--- config.mk ---
export PLATFORM = sky130hd
export DESIGN_NAME = chameleon_usart_rx
export DESIGN_NICKNAME = d
export VERILOG_FILES = /design/src/rtl/chameleon_usart_pkg.sv /design/src/rtl/chameleon_usart_rx_sync2.sv /design/src/rtl/chameleon_usart_rx.sv
export SDC_FILE = /design/constraint.sdc
export NUM_CORES = 1
export LEC_CHECK = 0
export BUFFER_PORTS_ARGS = -buffer_cell sky130_fd_sc_hd__buf_2
export CAP_MARGIN = 20
export CORE_MARGIN = 3
export CORE_UTILIZATION = 60
export DETAILED_ROUTE_END_ITERATION = 8
export PLACE_DENSITY = 0.84
export SYNTH_ARGS = -nofsm -noshare
export SYNTH_HDL_FRONTEND = slang
export SYNTH_HIERARCHICAL = 1
export SYNTH_SLANG_ARGS = --single-unit
--- constraint.sdc ---
create_clock -name clk -period 3.5 [get_ports clk]
set_input_delay 0.875 -clock clk [delete_from_list [all_inputs] [get_ports clk]]
set_output_delay 0.875 -clock clk [all_outputs]
set_load 0.02 [all_outputs]
--- src/rtl/chameleon_usart_pkg.sv ---
// Shared types and constants for the synchronous-clock USART receiver.
// The PARITY state exists only when CHAMELEON_USART_RX_PARITY_EN is defined.
package chameleon_usart_pkg;

    localparam int   DATA_BITS = 8;
    localparam logic LINE_IDLE = 1'b1;

    typedef enum logic [1:0] {
        ST_IDLE   = 2'd0,
        ST_DATA   = 2'd1,
`ifdef CHAMELEON_USART_RX_PARITY_EN
        ST_PARITY = 2'd2,
`endif
        ST_STOP   = 2'd3
    } state_t;

endpackage

--- src/rtl/chameleon_usart_rx_sync2.sv ---
// Two-flop synchronizer for one asynchronous input.
// The reset value is a parameter so an idle-high line shows no edge after reset.
module chameleon_sync2 #(
    parameter logic RESET_VAL = 1'b1
) (
    input  logic clk,
    input  logic reset,
    input  logic i_d,
    output logic o_q
);

    logic r_meta;
    logic r_q;

    always_ff @(posedge clk) begin
        if (reset) begin
            r_meta <= RESET_VAL;
            r_q    <= RESET_VAL;
        end else begin
            r_meta <= i_d;
            r_q    <= r_meta;
        end
    end

    assign o_q = r_q;

endmodule

--- src/rtl/chameleon_usart_rx.sv ---
// Synchronous-mode USART receiver: samples rxd on rising serial_clk, one-byte holding register.
// Define CHAMELEON_USART_RX_PARITY_EN to expect an even-parity bit after bit 7.
module chameleon_usart_rx
    import chameleon_usart_pkg::*;
#(
    parameter int TIMEOUT_CYCLES = 4096
) (
    input  logic                 clk,
    input  logic                 reset,
    input  logic                 serial_clk,
    input  logic                 serial_rxd,
    output logic                 serial_cts_n,
    output logic [DATA_BITS-1:0] rx_data,
    output logic                 rx_valid,
    input  logic                 rx_ready,
    output logic                 frame_error,
    output logic                 overrun
);

    localparam int              TO_W    = $clog2(TIMEOUT_CYCLES) + 1;
    localparam logic [TO_W-1:0] TO_LAST = TO_W'(TIMEOUT_CYCLES - 1);
    localparam logic [TO_W-1:0] TO_MAX  = '1;
    localparam logic [2:0]      LAST_BIT = 3'(DATA_BITS - 1);

    logic w_sclk_s;
    logic w_rxd_s;
    logic r_sclk_d;
    logic w_edge;
    logic w_timeout;

    state_t r_state;
    state_t w_state_nxt;

    logic [DATA_BITS-1:0] r_shift;
    logic [2:0]           r_bit_cnt;
    logic [TO_W-1:0]      r_to_cnt;
    logic [DATA_BITS-1:0] r_data;
    logic                 r_valid;
    logic                 r_frame_error;
    logic                 r_overrun;

    logic w_deliver;
    logic w_frame_err;
    logic w_shift_en;
    logic w_cnt_clr;
    logic w_stop_ok;

    chameleon_sync2 #(.RESET_VAL(LINE_IDLE)) u_sync_clk (
        .clk   (clk),
        .reset (reset),
        .i_d   (serial_clk),
        .o_q   (w_sclk_s)
    );

    chameleon_sync2 #(.RESET_VAL(LINE_IDLE)) u_sync_rxd (
        .clk   (clk),
        .reset (reset),
        .i_d   (serial_rxd),
        .o_q   (w_rxd_s)
    );

    always_ff @(posedge clk) begin
        if (reset) r_sclk_d <= LINE_IDLE;
        else       r_sclk_d <= w_sclk_s;
    end

    assign w_edge = w_sclk_s & ~r_sclk_d;
    // A real edge in the terminal cycle keeps the frame alive.
    assign w_timeout = (r_state != ST_IDLE) && (r_to_cnt == TO_LAST) && !w_edge;

`ifdef CHAMELEON_USART_RX_PARITY_EN
    logic r_par_err;
    logic w_par_en;
    assign w_stop_ok = w_rxd_s & ~r_par_err;
`else
    assign w_stop_ok = w_rxd_s;
`endif

    always_ff @(posedge clk) begin
        if (reset) r_state <= ST_IDLE;
        else       r_state <= w_state_nxt;
    end

    always_comb begin
        w_state_nxt = r_state;
        w_deliver   = 1'b0;
        w_frame_err = 1'b0;
        w_shift_en  = 1'b0;
        w_cnt_clr   = 1'b0;
`ifdef CHAMELEON_USART_RX_PARITY_EN
        w_par_en    = 1'b0;
`endif
        case (r_state)
            ST_IDLE: begin
                if (w_edge && !w_rxd_s) begin
                    w_state_nxt = ST_DATA;
                    w_cnt_clr   = 1'b1;
                end
            end
            ST_DATA: begin
                if (w_edge) begin
                    w_shift_en = 1'b1;
                    if (r_bit_cnt == LAST_BIT) begin
`ifdef CHAMELEON_USART_RX_PARITY_EN
                        w_state_nxt = ST_PARITY;
`else
                        w_state_nxt = ST_STOP;
`endif
                    end
                end
            end
`ifdef CHAMELEON_USART_RX_PARITY_EN
            ST_PARITY: begin
                if (w_edge) begin
                    w_par_en    = 1'b1;
                    w_state_nxt = ST_STOP;
                end
            end
`endif
            ST_STOP: begin
                if (w_edge) begin
                    w_state_nxt = ST_IDLE;
                    w_deliver   = w_stop_ok;
                    w_frame_err = ~w_stop_ok;
                end
            end
            default: w_state_nxt = ST_IDLE;
        endcase
        if (w_timeout) begin
            w_state_nxt = ST_IDLE;
            w_frame_err = 1'b1;
        end
    end

    always_ff @(posedge clk) begin
        if (reset) begin
            r_shift       <= '0;
            r_bit_cnt     <= '0;
            r_to_cnt      <= '0;
            r_data        <= '0;
            r_valid       <= 1'b0;
            r_frame_error <= 1'b0;
            r_overrun     <= 1'b0;
        end else begin
            r_frame_error <= w_frame_err;
            r_overrun     <= 1'b0;

            if (w_cnt_clr) begin
                r_bit_cnt <= '0;
            end else if (w_shift_en) begin
                r_shift   <= {w_rxd_s, r_shift[DATA_BITS-1:1]};
                r_bit_cnt <= r_bit_cnt + 3'd1;
            end

            if (w_edge || r_state == ST_IDLE) r_to_cnt <= '0;
            else if (r_to_cnt != TO_MAX)      r_to_cnt <= r_to_cnt + 1'b1;

            // A simultaneous consume frees the holding register for the new byte.
            if (w_deliver) begin
                if (!r_valid || rx_ready) begin
                    r_data  <= r_shift;
                    r_valid <= 1'b1;
                end else begin
                    r_overrun <= 1'b1;
                end
            end else if (r_valid && rx_ready) begin
                r_valid <= 1'b0;
            end
        end
    end

`ifdef CHAMELEON_USART_RX_PARITY_EN
    always_ff @(posedge clk) begin
        if (reset)          r_par_err <= 1'b0;
        else if (w_cnt_clr) r_par_err <= 1'b0;
        else if (w_par_en)  r_par_err <= (^r_shift) ^ w_rxd_s;
    end
`endif

    assign rx_data      = r_data;
    assign rx_valid     = r_valid;
    assign serial_cts_n = r_valid;
    assign frame_error  = r_frame_error;
    assign overrun      = r_overrun;

endmodule

# After elaboration in Yosys (flattened, before gate mapping)

Index checks and enable logic that the tools add are counted.

Shifts and indexed selects: 0
Div/mod/pow operators: 0
Equal/unequal tests: 10
Multiply operators: 0
Order comparisons: 0
Bitwise logic cells: 5
Reduce and logical (&&, ||, !) cells: 20
Add/subtract/negate cells: 2
Multiplexer cells: 18

Operators by type and width:

| kind                                             | count |
|---|---|
| adder 13 x 1 -> 13 bit (second input constant)   | 1 |
| == test 13 x 12 -> 1 bit (second input constant) | 1 |
| two-way mux 1 bit                                | 13 |
| != test 13 bit (second input constant)           | 1 |
| two-way mux 2 bit                                | 4 |
| != test 2 bit (second input constant)            | 4 |
| OR reduction 2 bit                               | 4 |
| case mux 2 bit (3 select lines)                  | 1 |
| AND reduction 2 bit                              | 3 |
| logical AND 1 bit                                | 4 |
| NOT 1 bit                                        | 4 |
| AND reduction 4 bit                              | 1 |
| nonzero test 2 bit                               | 2 |
| adder 3 x 1 -> 3 bit (second input constant)     | 1 |
| == test 3 bit (second input constant)            | 1 |
| logical NOT 1 bit                                | 3 |
| == test 2 x 1 -> 1 bit (second input constant)   | 1 |
| == test 2 bit (second input constant)            | 1 |
| logical NOT 2 bit                                | 1 |
| logical OR 1 bit                                 | 2 |
| != test 2 x 1 -> 1 bit (second input constant)   | 1 |
| bitwise AND 1 bit                                | 1 |

Memory bits (read-only): 0
Memories: 0
Input port bits: 5
Output and inout bits: 12
Bits in latches: 0
Bits in writable memories: 0
Register bits: 42

# Longest topological paths before layout

Gate-level depths: netlist of the first run.

Depth after elaboration: 7
Depth in mapped cells: 5
Gate-level depth less buffers: 5

# By module

Netlist of the first run, hierarchy kept.

Modules (own cells, without submodules):

| module             | cells each | instances | area an instance (µm²) |
|---|---|---|---|
| chameleon_usart_rx | 176        | 1         | 1592.8 |
| chameleon_sync2    | 4          | 2         | 52.6 |

# Least setup slack after synthesis of the first run

No wires, ideal clock.

Path type: input to register
From: input port reset
To: register r_to_cnt[5]
Arrival: 1809 ps
Data required time: 3441 ps
Stages: 3
Slack: 1632 ps
Path through: or3_4 > or4_1 > nand2_1

Word-level cells in the longest chain between the ends: 1

Ends and longest elaborated chain:

| item                         | RTL line                  | text |
|---|---|---|
| start, declared              | chameleon_usart_rx.sv:9   | `input logic reset,` |
| OR reduction 2 bit (no line) | -                         |  |
| end signal, assigned         | chameleon_usart_rx.sv:156 | `else if (r_to_cnt != TO_MAX) r_to_cnt <= r_to_cnt + 1'b1;` |
| end, declared                | chameleon_usart_rx.sv:36  | `logic [TO_W-1:0] r_to_cnt;` |

No other way between the ends.
A chain may end at the register's enable or synchronous reset.

# Worst setup path in the final report of the first run

Ends and elaborated chain as after synthesis.

==> results.md, run 1 <==
- Status: finished, final reports clean
- Die area: 3500 µm²
- FFs w/ async S/R, synth: 0
- Slew HR: 0.624
- CP max FO: 28
- Final Hold Fails: 0
- First-pass GRT wire length: 5.22 mm
- Worst Tran Pin Value: 0.550 ns
- Layout area overhead: 9.51%
- Worst path slowest cell: or3_4
- Post-synth EDFFs: 0
- CP arrival: approximately 2.3 ns
- Critical path class: input pin to register
- Yosys top cell by area: dfxtp_1
- Largest net degree at the start of global routing: 29
- Final slew viol count: 0
- Detail Route Antenna Nets: 0
- GR Util All Layers: 0.193
- Clock tree root buffer cell: clkbuf_4
- Mean Syn Cell Area: around 9.2 µm²
- Top_reg_cell synth: dfxtp_1
- Num CTS Buffers: 5
- Max stage delay on crit path: 0.53 ns
- Initial antenna violation count: 0
- IO Port Bufs: 16
- Power per Cell Area: 424 nW/µm²
- Synth top area cells: dfxtp_1, nand2_1, mux2i_1
- WL final: between 3 and 4 mm
- RSZ-0062 raised after global routing: false
- CP startpoint kind: input pin
- Yosys reg bits: 42
- Fmax: 0.507 GHz
- DR pass1 iterations: 4
- Synthesized Nets: ~190
- Max Buffers Root-to-Sink: 2
- Total gr overflow: 0
- Vias in the first global route: 1,223
- Register area share after synthesis: 0.495
- Core Util, Final: 0.718
- Fin crit share: 0.563
- 1st-iter DRT viols: 81
- # IOs: 17
- Layout cell share with drive strength beyond 1: 0.144
- RePlAce Congestion: 0.734
- Row Count: 18
- Clock latency on the worst-skew pair: 0.34 ns
- M3 GR Usage: 0.0414
- Die height: 59.2 µm
- Grt met2 use: 0.295
- Total number of vias: 1,339
- Gate Count Post-Synth: 184
- Top-area cell type share of the netlist area: 0.495
- Number of diodes: 0
- Post-synth cell types: 39
- Hold Crit Class: register to register
- Area occupied by multi-input gates: 815 µm²
- Dominant cell by count in the synthesized netlist: dfxtp_1
- Critical-path cell list: buf_2 > or3_4 > or4_1 > nand2_1
- CTS tree: built
- Cell Area, Synth: 1700 µm²
- Initial core utilization: 0.656
- Worst Skew: 0.0156 ns
- Fill count: around 200
- Post-CTS Hold Buffers: 0
- Critical Path RT: between 3 and 4 ns
- Wire per inst: 13.2 µm
- Clk slew on worst S/H paths: between 0.1 and 0.15 ns
- Post-CTS Resized: 0
- Via density: 5.77
- Worst vdd ir: between 0.0003 and 0.0004 V
- Final setup viols: 0
- Storage element area: 841 µm²
- Htree depth: 2
- Nets: ~210
- Core Footprint: 2590 µm²
- Setup total negative slack: 0 ns
- Post-CTS Setup Inserts: 0
- Tmin final: about 2.0 ns
- GRT Max-Usage Layer: met2
- Die X: 59.2 µm
- Synth cell count leaders: dfxtp_1, nand2_1, nor2_1
- Max Cap Viol: 0
- Sink Count: 42
- Cell leakage power: 0.773 nW
- Synthesis Warnings: 6
- Met1 global-route usage: 0.256
- Worst Setup End Kind: register
- Detail Placement HPWL: 2.12 mm
- Drt drc: 0
-- power breakdown --
| part | switching [mW] | total, mW | internal (mW) |
|---|---|---|---|
| clock | 0.143 | 0.294 | 0.152 |
| sequential | 0.00146 | 0.482 | 0.480 |
| combinational | 0.00737 | 0.0118 | 0.00444 |
| total | 0.151 | 0.788 | 0.636 |
-- layout make-up --
type | instances | share of cell area
Sequential cell | 42 | 0.452
Tap cell | 30 | 0.0202
Multi-Input combinational cell | 134 | 0.438
Clock inverter | 1 | 0.0162
Inverter | 1 | 0.00202
Timing Repair Buffer | 17 | 0.0471
Clock buffer | 7 | 0.0242
-- stage by stage --
stage	power [mW]	area, µm²	std cells	setup WS (ns)	hold slack (ns)
6_report	0.788	1860	232	1.53	0.400
5_1_grt	0.820	1860	232	1.49	0.442
4_1_cts	0.795	1860	232	1.55	0.403
3_5_place_dp	0.504	1780	224	1.18	0.390
3_3_place_gp	0.504	1780	224	1.23	0.388
2_1_floorplan	0.500	1700	184	1.63	0.383
-- cell usage in the layout, fill, tap and decap left out, types with 3 or more instances in the layout --
master,n
a21oi_1,14
mux2i_1,9
nor3_1,4
nand4_1,4
ha_1,3
buf_2,16
nand2_1,29
or2_1,4
clkbuf_4,5
dfxtp_1,42
nor2_1,23
a211oi_1,4
xnor2_1,5
nand3_1,5
-- logic make-up after synthesis --
| group | after synthesis | synth area share |
|---|---|---|
| mux | 9 | 0.0531 |
| flops | 42 | 0.495 |
| simple gates | 88 | 0.267 |
| buf+inv | 8 | 0.0250 |
| fa+ha+maj | 3 | 0.0221 |
| xor+xnor | 6 | 0.0310 |
| compound gates | 28 | 0.107 |
-- registers in the layout (all words and copies together) (netlist names) --
register,count
u_sync_rxd/r_meta,1
r_shift,8
u_sync_clk/o_q,1
u_sync_clk/r_meta,1
r_to_cnt,13
u_sync_rxd/o_q,1
rx_data,8
r_sclk_d,1
r_bit_cnt,3
r_state,2
overrun,1
rx_valid,1
frame_error,1
-- worst max-delay path: cells and delay by family --
| family | cells | cell delay, ns |
|---|---|---|
| buf+inv | 1 | 0.25 |
| simple gates | 3 | 1.14 |
-- routing by layer --
metal	share of wire	vias to the layer above	wire (µm)
met3	0.051	9	155
met4	0.021	0	63
met2	0.45	46	1380
met5	0	-	0
li1	-	678	-
met1	0.47	606	1450
-- path summary, 6_finish.rpt --
| kind | end | depth (start not counted) | slack [ns] | from |
|---|---|---|---|---|
| max | r_to_cnt[5]$_SDFFE_PP0P_ | 4 | 1.53 | reset |
| min | u_sync_rxd/o_q$_SDFF_PP1_ | 1 | 0.40 | u_sync_rxd/r_meta$_SDFF_PP1_ |
| max reg2reg | r_to_cnt[11]$_SDFFE_PP0P_ | 5 | 1.72 | r_to_cnt[0]$_SDFFE_PP0P_ |
| min reg2reg | u_sync_rxd/o_q$_SDFF_PP1_ | 1 | 0.40 | u_sync_rxd/r_meta$_SDFF_PP1_ |
No activity file was read; power rests on OpenSTA's default activity.
==> run 2, diff against run 1 <==
--- a/config.mk
+++ b/config.mk
@@ -8,9 +8,9 @@
 export BUFFER_PORTS_ARGS = -buffer_cell sky130_fd_sc_hd__buf_2
 export CAP_MARGIN = 20
 export CORE_MARGIN = 3
-export CORE_UTILIZATION = 60
+export CORE_UTILIZATION = 57
 export DETAILED_ROUTE_END_ITERATION = 8
-export PLACE_DENSITY = 0.84
+export PLACE_DENSITY = 0.8
 export SYNTH_ARGS = -nofsm -noshare
 export SYNTH_HDL_FRONTEND = slang
 export SYNTH_HIERARCHICAL = 1
==> constraint.sdc (replaced) <==
create_clock -name clk -period 2 [get_ports clk]
set_input_delay 0.5 -clock clk [delete_from_list [all_inputs] [get_ports clk]]
set_output_delay 0.5 -clock clk [all_outputs]
set_load 0.02 [all_outputs]
==> run 2 against run 1 <==
Net effect:
- combinational power grew 88%
- core utilization shrank 5.0 points
- worst hold slack lost 0.069 ns
- cell count grew 0.43%
- sequential cell count is the same
- setup slack lost 1.3 ns
- non-clock buffer count grew 1
- critical endpoint is now r_to_cnt[9]$_SDFFE_PP0P_
- largest cell class unchanged
- largest power group unchanged
==> results.md, run 2 (synthesized netlist as in run 1, its figures left out) <==
- Reg power frac: 0.598
- Clock tree root buffer cell: clkbuf_4
- Initial antenna violation count: 0
- Setup total negative slack: 0 ns
- Core Util, Final: 0.668
- Tmin final: 1.75 ns
- Commonest non-fill, non-tap cells in the layout: dfxtp_1, nand2_1, nor2_1, buf_2, a21oi_1
- Comb pwr share: 0.016
- CP arrival: between 1.5 and 2 ns
- Cell leakage power: 0.783 nW
- Sink Count: 42
- Worst Setup End Kind: register
- Psw: about 270 µW
- Worst path slowest cell: a2111oi_0
- Layout cell share with drive strength beyond 1: 0.153
- Post-Layout Inst Area: between 1500 and 2000 µm²
- Area after DPL: 1790 µm²
- Slew HR: 0.627
- Met3 wire length: 104 µm
- First-pass GRT wire length: 5.38 mm
- Worst hold slack: about 0.33 ns
- Reg with most FFs: r_to_cnt
- Met2 wire len: 1.54 mm
- Most common cell after layout, fill and taps aside: dfxtp_1
- Worst R2R Start: r_to_cnt[0]$_SDFFE_PP0P_
- Clk slew on worst S/H paths: 0.11 ns
- HP Start: serial_rxd
- Number of diodes: 0
- Worst vdd ir: 0.000599 V
- Post-CTS Hold Buffers: 0
- WL met1: 1.37 mm
- Vias in the first global route: around 1,300
- Fin crit share: 0.876
- Num CTS Buffers: 5
- Hold EP: u_sync_rxd/r_meta$_SDFF_PP1_
- Final slew viol count: 0
- Largest net degree at the start of global routing: 28
- Final Hold Fails: 0
- Hold Path Depth: 2
- CP max FO: 4
- Max stage delay on crit path: 0.56 ns
- Power per Cell Area: 753 nW/µm²
- Fmax: 0.571 GHz
- GR Util All Layers: 0.199
- CTS tree: built
- Core Footprint: 2810 µm²
- 1st-iter DRT viols: 64
- Max Buffers Root-to-Sink: 2
- Die X: 60.6 µm
- Wire per inst: 13.2 µm
- Final setup viols: 0
- Highest routing layer actually used: met4
- CP startpoint kind: register
- Worst Tran Pin Value: roughly 0.55 ns
- Post-CTS Setup Inserts: 0
- Detail Placement HPWL: ~2.2 mm
- Post-CTS Resized: 0
- Nets: 210
- Clock network power share: 0.387
- CP Launch Point: r_to_cnt[0]$_SDFFE_PP0P_
- Total number of vias: 1,336
- Die height: 60.6 µm
- RSZ-0062 raised after global routing: false
- Worst path bufs/invs: 0
- RR Endpoint: r_to_cnt[9]$_SDFFE_PP0P_
- Crit-path leading delay family: compound AO/OA/AOI/OAI gates
- Critical Path RT: 2.24 ns
- Sw Ratio: 0.191
- Die area: 3670 µm²
- Clock latency on the worst-skew pair: roughly 0.34 ns
- Status: finished, final reports clean
- Max Cap Viol: 0
- Critical path class: register to register
- Max reg flops: 13
- Via density: 5.73
- # IOs: 17
- WL final: 3.09 mm
- Drt drc: 0
- Reg2Reg Setup Slack: 0.25 ns
- Row Count: 19
- Critical-path cell list: ha_1 > and4_1 > a2111oi_0 > xnor2_1 > nor2_1
- Initial core utilization: 0.605
- Cells on worst reg2reg path: 5
- Hold Crit Class: input pin to register
- Worst Skew: 0.00911 ns
- Detail Route Antenna Nets: 0
- Total gr overflow: 0
- DR pass1 iterations: 4
- IO Port Bufs: 16
- RePlAce Congestion: 0.751
- Layout area overhead: 10.4%
- Internal power: 1.14 mW
- Htree depth: 2
==> run 2: worst max path at each step <==
stage / end / cells past startpoint
2_1_floorplan: r_to_cnt[11]$_SDFFE_PP0P_ / 5
3_3_place_gp: r_to_cnt[6]$_SDFFE_PP0P_ / 4
3_5_place_dp: r_to_cnt[5]$_SDFFE_PP0P_ / 4
4_1_cts: r_to_cnt[9]$_SDFFE_PP0P_ / 5
5_1_grt: r_to_cnt[3]$_SDFFE_PP0P_ / 5
6_report: r_to_cnt[9]$_SDFFE_PP0P_ / 5
==> run 2: final cells by class <==
| class | count | area, µm² |
|---|---|---|
| Clock buffer | 6 | 51.3 |
| Clock inverter | 1 | 30.0 |
| Fill cell | 229 | 931 |
| Inverter | 1 | 3.75 |
| Multi-Input combinational cell | 134 | 815 |
| Sequential cell | 42 | 841 |
| Tap cell | 31 | 38.8 |
| Timing Repair Buffer | 18 | 95.1 |
==> run 2: metrics by stage <==
| step | total power, mW | setup slack [ns] | cells |
|---|---|---|---|
| after detailed placement | 0.885 | 0.254 | 226 |
| final | 1.41 | 0.247 | 233 |
| after global placement | 0.883 | 0.299 | 226 |
| after global routing | 1.46 | 0.0623 | 233 |
| after floorplan | 0.876 | 0.445 | 184 |
| after CTS | 1.42 | 0.233 | 233 |
==> run 2: power by group through the flow <==
| stage | clock network [mW] | logic [mW] | registers, mW |
|---|---|---|---|
| 2_1_floorplan | 0 | 0.0142 | 0.861 |
| 3_3_place_gp | 0 | 0.0214 | 0.862 |
| 3_5_place_dp | 0 | 0.0224 | 0.862 |
| 4_1_cts | 0.559 | 0.0225 | 0.843 |
| 5_1_grt | 0.592 | 0.0250 | 0.844 |
| 6_report | 0.545 | 0.0222 | 0.843 |
==> run 2: metal layers <==
layer  track usage  up-vias
li1              -      674
met1         0.231      627
met2         0.330       27
met3        0.0532        8
met4         0.115        0
met5             0        -
